===== src/rtl/instr_dl_pkg.sv =====
// Shared definitions for the instruction delay line: the default NOP word,
// the occupancy state encoding and the popcount helper used for Fill_cnt.
package instr_dl_pkg;

  localparam logic [31:0] NOP_WORD  = 32'h0000_0000;

  // Upper bound on DEPTH that popcount can count.
  localparam int          MAX_DEPTH = 64;

  typedef enum logic [1:0] {
    S_EMPTY   = 2'd0,
    S_PARTIAL = 2'd1,
    S_FULL    = 2'd2
  } dl_state_e;

  function automatic logic [6:0] popcount(input logic [MAX_DEPTH-1:0] v);
    logic [6:0] c;
    c = '0;
    for (int i = 0; i < MAX_DEPTH; i++) begin
      c = c + 7'(v[i]);
    end
    return c;
  endfunction

endpackage


===== src/rtl/dl_stage.sv =====
// One delay-line stage: an instruction word plus its valid bit.
//   clock    rising-edge clock
//   Reset    asynchronous active-low reset (word <= RST_WORD, valid <= 0)
//   en       load enable; stage keeps its contents while low
//   clr      synchronous clear to RST_WORD / invalid; wins over en
//   d        incoming word
//   d_valid  incoming valid
//   q        stored word
//   q_valid  stored valid
module dl_stage #(
  parameter int                 DATA_W   = 32,
  parameter logic [DATA_W-1:0]  RST_WORD = '0
) (
  input  logic              clock,
  input  logic              Reset,
  input  logic              en,
  input  logic              clr,
  input  logic [DATA_W-1:0] d,
  input  logic              d_valid,
  output logic [DATA_W-1:0] q,
  output logic              q_valid
);

  always_ff @(posedge clock or negedge Reset) begin
    if (!Reset) begin
      q       <= RST_WORD;
      q_valid <= 1'b0;
    end else if (clr) begin
      q       <= RST_WORD;
      q_valid <= 1'b0;
    end else if (en) begin
      q       <= d;
      q_valid <= d_valid;
    end
  end

endmodule


===== src/rtl/instr_delay_line.sv =====
// Instruction delay line between fetch and decode. DEPTH registered stages
// with per-stage valid bits; a runtime tap picks the live fetch word (tap 0)
// or the output of stage k. Supports stall (Hold), flush with NOP injection,
// and tracks occupancy.
//   clock        rising-edge clock
//   Reset        asynchronous active-low reset
//   Instr_in     fetched instruction
//   Instr_valid  Instr_in carries a real instruction
//   Hold         freeze every stage, valid bit and the occupancy state
//   Flush        load NOP into every stage and clear all valids (beats Hold)
//   Tap_sel      0 = bypass, 1..DEPTH = stage k, above DEPTH = NOP/invalid
//   In           selected instruction to decode
//   In_valid     selected word is valid
//   Fill_cnt     number of valid stages
//   Full         every stage valid
//   Empty        no stage valid
module instr_delay_line
  import instr_dl_pkg::*;
#(
  parameter int          DATA_W = 32,
  parameter int          DEPTH  = 2,
  parameter int          TAP_W  = $clog2(DEPTH + 1),
  parameter logic [31:0] NOP    = NOP_WORD
) (
  input  logic              clock,
  input  logic              Reset,
  input  logic [DATA_W-1:0] Instr_in,
  input  logic              Instr_valid,
  input  logic              Hold,
  input  logic              Flush,
  input  logic [TAP_W-1:0]  Tap_sel,
  output logic [DATA_W-1:0] In,
  output logic              In_valid,
  output logic [TAP_W-1:0]  Fill_cnt,
  output logic              Full,
  output logic              Empty
);

  localparam logic [DATA_W-1:0] NOP_W   = DATA_W'(NOP);
  localparam int                NTAP    = 1 << TAP_W;
  localparam logic [TAP_W-1:0]  MAX_TAP = TAP_W'(DEPTH);

  // Entry 0 is the live fetch word, 1..DEPTH are stage outputs, and the
  // remaining entries pad the tap space with NOP/invalid so that an
  // out-of-range Tap_sel needs no separate compare.
  logic [NTAP-1:0][DATA_W-1:0] data_chain;
  logic [NTAP-1:0]             vld_chain;

  assign data_chain[0] = Instr_in;
  assign vld_chain[0]  = Instr_valid;

  // Stage boundary: stage k registers entry k-1 of the chain.
  for (genvar k = 1; k < NTAP; k++) begin : g_tap
    if (k <= DEPTH) begin : g_stage
      dl_stage #(
        .DATA_W   (DATA_W),
        .RST_WORD (NOP_W)
      ) u_stage (
        .clock   (clock),
        .Reset   (Reset),
        .en      (~Hold),
        .clr     (Flush),
        .d       (data_chain[k-1]),
        .d_valid (vld_chain[k-1]),
        .q       (data_chain[k]),
        .q_valid (vld_chain[k])
      );
    end else begin : g_pad
      assign data_chain[k] = NOP_W;
      assign vld_chain[k]  = 1'b0;
    end
  end

  assign In       = data_chain[Tap_sel];
  assign In_valid = vld_chain[Tap_sel];

  // Valid vector the stages will hold after this edge; occupancy is
  // derived from it so Fill_cnt/state line up with the stage flops.
  logic [DEPTH-1:0]     v_next;
  logic [MAX_DEPTH-1:0] v_ext;
  logic [TAP_W-1:0]     fill_d, fill_q;
  dl_state_e            state_d, state_q;

  always_comb begin
    if (Flush) begin
      v_next = '0;
    end else if (Hold) begin
      v_next = vld_chain[DEPTH:1];
    end else begin
      v_next = vld_chain[DEPTH-1:0];
    end
  end

  always_comb begin
    v_ext              = '0;
    v_ext[DEPTH-1:0]   = v_next;
  end

  always_comb begin
    fill_d  = TAP_W'(popcount(v_ext));
    state_d = S_PARTIAL;
    if (fill_d == '0) begin
      state_d = S_EMPTY;
    end else if (fill_d == MAX_TAP) begin
      state_d = S_FULL;
    end
  end

  // Occupancy register boundary.
  always_ff @(posedge clock or negedge Reset) begin
    if (!Reset) begin
      state_q <= S_EMPTY;
      fill_q  <= '0;
    end else begin
      state_q <= state_d;
      fill_q  <= fill_d;
    end
  end

  assign Fill_cnt = fill_q;
  assign Empty    = (state_q == S_EMPTY);
  assign Full     = (state_q == S_FULL);

endmodule


===== config.mk =====
export PLATFORM = sky130hd
export DESIGN_NAME = instr_delay_line
export DESIGN_NICKNAME = d
export VERILOG_FILES = /design/src/rtl/instr_dl_pkg.sv /design/src/rtl/dl_stage.sv /design/src/rtl/instr_delay_line.sv
export SDC_FILE = /design/constraint.sdc
export NUM_CORES = 1
export LEC_CHECK = 0
export CAP_MARGIN = 25
export CORE_ASPECT_RATIO = 0.8
export CORE_UTILIZATION = 40
export DETAILED_ROUTE_END_ITERATION = 10
export DONT_BUFFER_PORTS = 1
export RECOVER_POWER = 100
export SYNTH_ARGS = -nofsm -noshare
export SYNTH_HDL_FRONTEND = slang
export SYNTH_SLANG_ARGS = --single-unit

===== constraint.sdc =====
create_clock -name clock -period 1.5 [get_ports clock]
set_input_delay 0.375 -clock clock [delete_from_list [all_inputs] [get_ports clock]]
set_output_delay 0.375 -clock clock [all_outputs]
set_load 0.005 [all_outputs]

==> results.py <==
metrics = {
    "cells_and_area": {
        "multiInputGateArea_sq_um": 1580,
        "postLayoutCoreUtil": 0.432,
        "design_area_sq_um": 3670,
        "n_fill_cell": 848,
        "fin_nets": 326,
        "regArea_sq_um": 1700,
        "layout-drive-gt1-share": 0.0651,
        "antenna_cells": 0,
        "area_growth_pct": 4.94,
    },
    "critical_path": {
        "required_ns": 1.12,
        "r2r_start": "g_tap[2].g_stage.u_stage.q_valid$_DFFE_PN0P_",
        "r2r-end": "state_q[0]$_DFF_PN0_",
        "cp_slowest_cell": "dfrtp_1",
        "start_kind": "register",
        "worstPathMaxFanout": 3,
        "cp_top_family": "flip-flops",
        "slowest_delay_ns": 0.37,
        "path_cells": "mux2i_1 > o2bb2ai_1",
        "worstSetupPathType": "reg2out",
        "reg2reg_slack_ns": 0.59,
        "reg2reg_depth": 2,
        "arrival_ns": 1.01,
        "worstSetupEndpointType": "primary output",
        "critPathBufInv": 0,
    },
    "floorplanning": {
        "die_h_microns": 85.6,
        "start_util": 0.412,
        "rows": 30,
        "dieArea_sq_um": 9120,
        "core_region_area_sq_um": 8480,
        "die_w_microns": 107,
        "io_pins": 76,
    },
    "clock_network": {
        "clk_latency_ns": 0.34,
        "postCtsResizedCells": 0,
        "cts_setup_buffers": 0,
        "path_clk_slew_ns": 0.07,
        "htreeDepth": 3,
        "clock-sinks": 68,
        "cts_tree": "yes",
        "cts_buffer_depth": 2,
        "cts_buffers": 9,
        "clockRootBuffer": "clkbuf_8",
    },
    "routing": {
        "first_pass_iters": 4,
        "route.detailed.drc": 0,
        "antenna_left": 0,
        "wl_per_cell_microns": 17.4,
        "totalWireLength_microns": 7030,
        "vias_per_cell": 5.46,
        "drt_iter0_markers": 69,
        "vias": 2205,
    },
    "yosys": {
        "yosysWarnings": 0,
        "synth.avg_cell_area_sq_um": 11.6,
        "synthArstFlopShare": 1.00,
        "synth_common_cells": "100 x mux2i_1, 68 x dfrtp_1, 68 x nor2_1",
        "synth_edf_count": 0,
        "synth_flop_cell": "dfrtp_1",
        "syn-num-nets": 340,
        "syn_inst": 301,
        "seq_area_frac_synth": 0.487,
        "synth.area.top_cells": "dfrtp_1 49%, mux2i_1 29%, o2bb2ai_1 8.3%",
        "ys_types": 14,
        "syn-cell-area_sq_um": 3500,
        "synth_most_common_cell": "mux2i_1",
        "synth_top_area_share": 0.487,
        "ys_ff_latch": 68,
        "yosysTopAreaCell": "dfrtp_1",
    },
    "timing": {
        "post-route-period-util": 0.925,
        "fin_tns_setup_ns": 0,
        "relSlewSlack": 0.840,
        "hold_viol": 68,
        "holdWs_ns": -0.274,
        "finClkSkew_ns": 0.00531,
        "min_period_ns": 1.39,
        "fin_ws_ns": 0.113,
        "tightestPinTransition_ns": 0.233,
        "slew_violations": 0,
        "grt_setup_unrepaired": "false",
        "finalSetupViolCount": 0,
        "max_freq_mhz": 721,
    },
    "power": {
        "vdd_drop_max_uv": 473,
        "p_leak_nw": 1.81,
        "combPwrFrac": 0.073,
        "p_per_area_nw_per_um2": 1060,
        "switching_power_uw": 842,
        "p_clk_frac": 0.421,
        "swShare": 0.216,
        "finalPower_mw": 3.90,
        "power_frac_seq": 0.506,
        "p_int_mw": 3.06,
    },
    "job": {
        "cap_violations": 0,
    },
    "grt": {
        "globalRouteTotalUtil": 0.166,
        "grt_pass1_vias": 2251,
        "grt_max_degree": 69,
        "overflow": 0,
        "antenna_found_initial": 0,
        "grt_pass1_wl_microns": 11600,
    },
    "placement": {
        "place_hpwl_microns": 4040,
        "dpl_cell_area_sq_um": 3460,
        "pre_cts_ws_ns": 0.157,
        "routabilityCongestion": 0.677,
        "io_buffers": 0,
    },
    "worst_hold_path": {
        "hp-class": "in2async",
    },
    "outcome": {
        "status": "finished with violations",
        "violations": "negative hold slack",
    },
}
[final cells by class]
cell class,instances,area share
clock buffers,11,0.0385
clock inverters,5,0.0205
multi-input cells,206,0.431
flip-flops and latches,68,0.464
well taps,112,0.0382
repair buffers,2,0.00750
[through the flow]
stage / hold slack (ns) / instances
after CTS: -0.290 / 404
after floorplan: 0.0794 / 301
after global placement: 0.0811 / 388
final: -0.274 / 404
after global routing: -0.305 / 404
after detailed placement: 0.0806 / 388
[power groups by stage]
stage / Clock, mW / Sequential, mW / Combinational, mW
5_1_grt: 1.79 / 1.98 / 0.319
3_5_place_dp: 0 / 2.01 / 0.292
2_1_floorplan: 0 / 1.99 / 0.378
6_report: 1.64 / 1.97 / 0.286
4_1_cts: 1.70 / 1.97 / 0.292
3_3_place_gp: 0 / 2.01 / 0.286
[layer usage]
| layer | vias to the layer above | GRT usage | part of all wire |
|---|---|---|---|
| met3 | 7 | 0.0540 | 0.054 |
| met5 | - | 0 | 0 |
| met1 | 1110 | 0.208 | 0.45 |
| li1 | 1035 | - | - |
| met2 | 53 | 0.277 | 0.49 |
| met4 | 0 | 0.0486 | 0.0075 |
[worst max path at each step]
stage,depth (start not counted),startpoint,endpoint
final,2,g_tap[2].g_stage.u_stage.q_valid$_DFFE_PN0P_,In_valid
after global routing,2,g_tap[2].g_stage.u_stage.q_valid$_DFFE_PN0P_,In_valid
after CTS,2,g_tap[2].g_stage.u_stage.q_valid$_DFFE_PN0P_,In_valid
after detailed placement,3,Tap_sel[0],In[29]
after global placement,3,Tap_sel[0],In[22]
after floorplan,5,Tap_sel[0],In[10]
[worst register-to-register path, cell delays in order (launching register included)]
cell and delay, ns:
dfrtp_1 0.39, mux2i_1 0.23, mux2i_1 0.22
[cells in the final DEF, fill, tap and decap left out, types with 2 or more instances in the layout]
| master | n |
|---|---|
| o2bb2ai_1 | 33 |
| clkinv_2 | 3 |
| clkbuf_8 | 10 |
| bufinv_16 | 2 |
| dfrtp_1 | 68 |
| nor2_1 | 68 |
| mux2i_1 | 101 |
[registers in the layout, summed over array words and instances, names as in the netlist]
signal,cells
Fill_cnt,1
g_tap.g_stage.u_stage.q,64
g_tap.g_stage.u_stage.q_valid,2
state_q,1
[cell families after synthesis]
family	Yosys count	share of synthesized area
flip-flops	68	0.487
multiplexers	101	0.290
buffers and inverters	27	0.0601
AO/OA/AOI/OAI	33	0.0827
AND/OR/NAND/NOR	72	0.0802
Note: power is estimated with default switching activity, not from simulation.
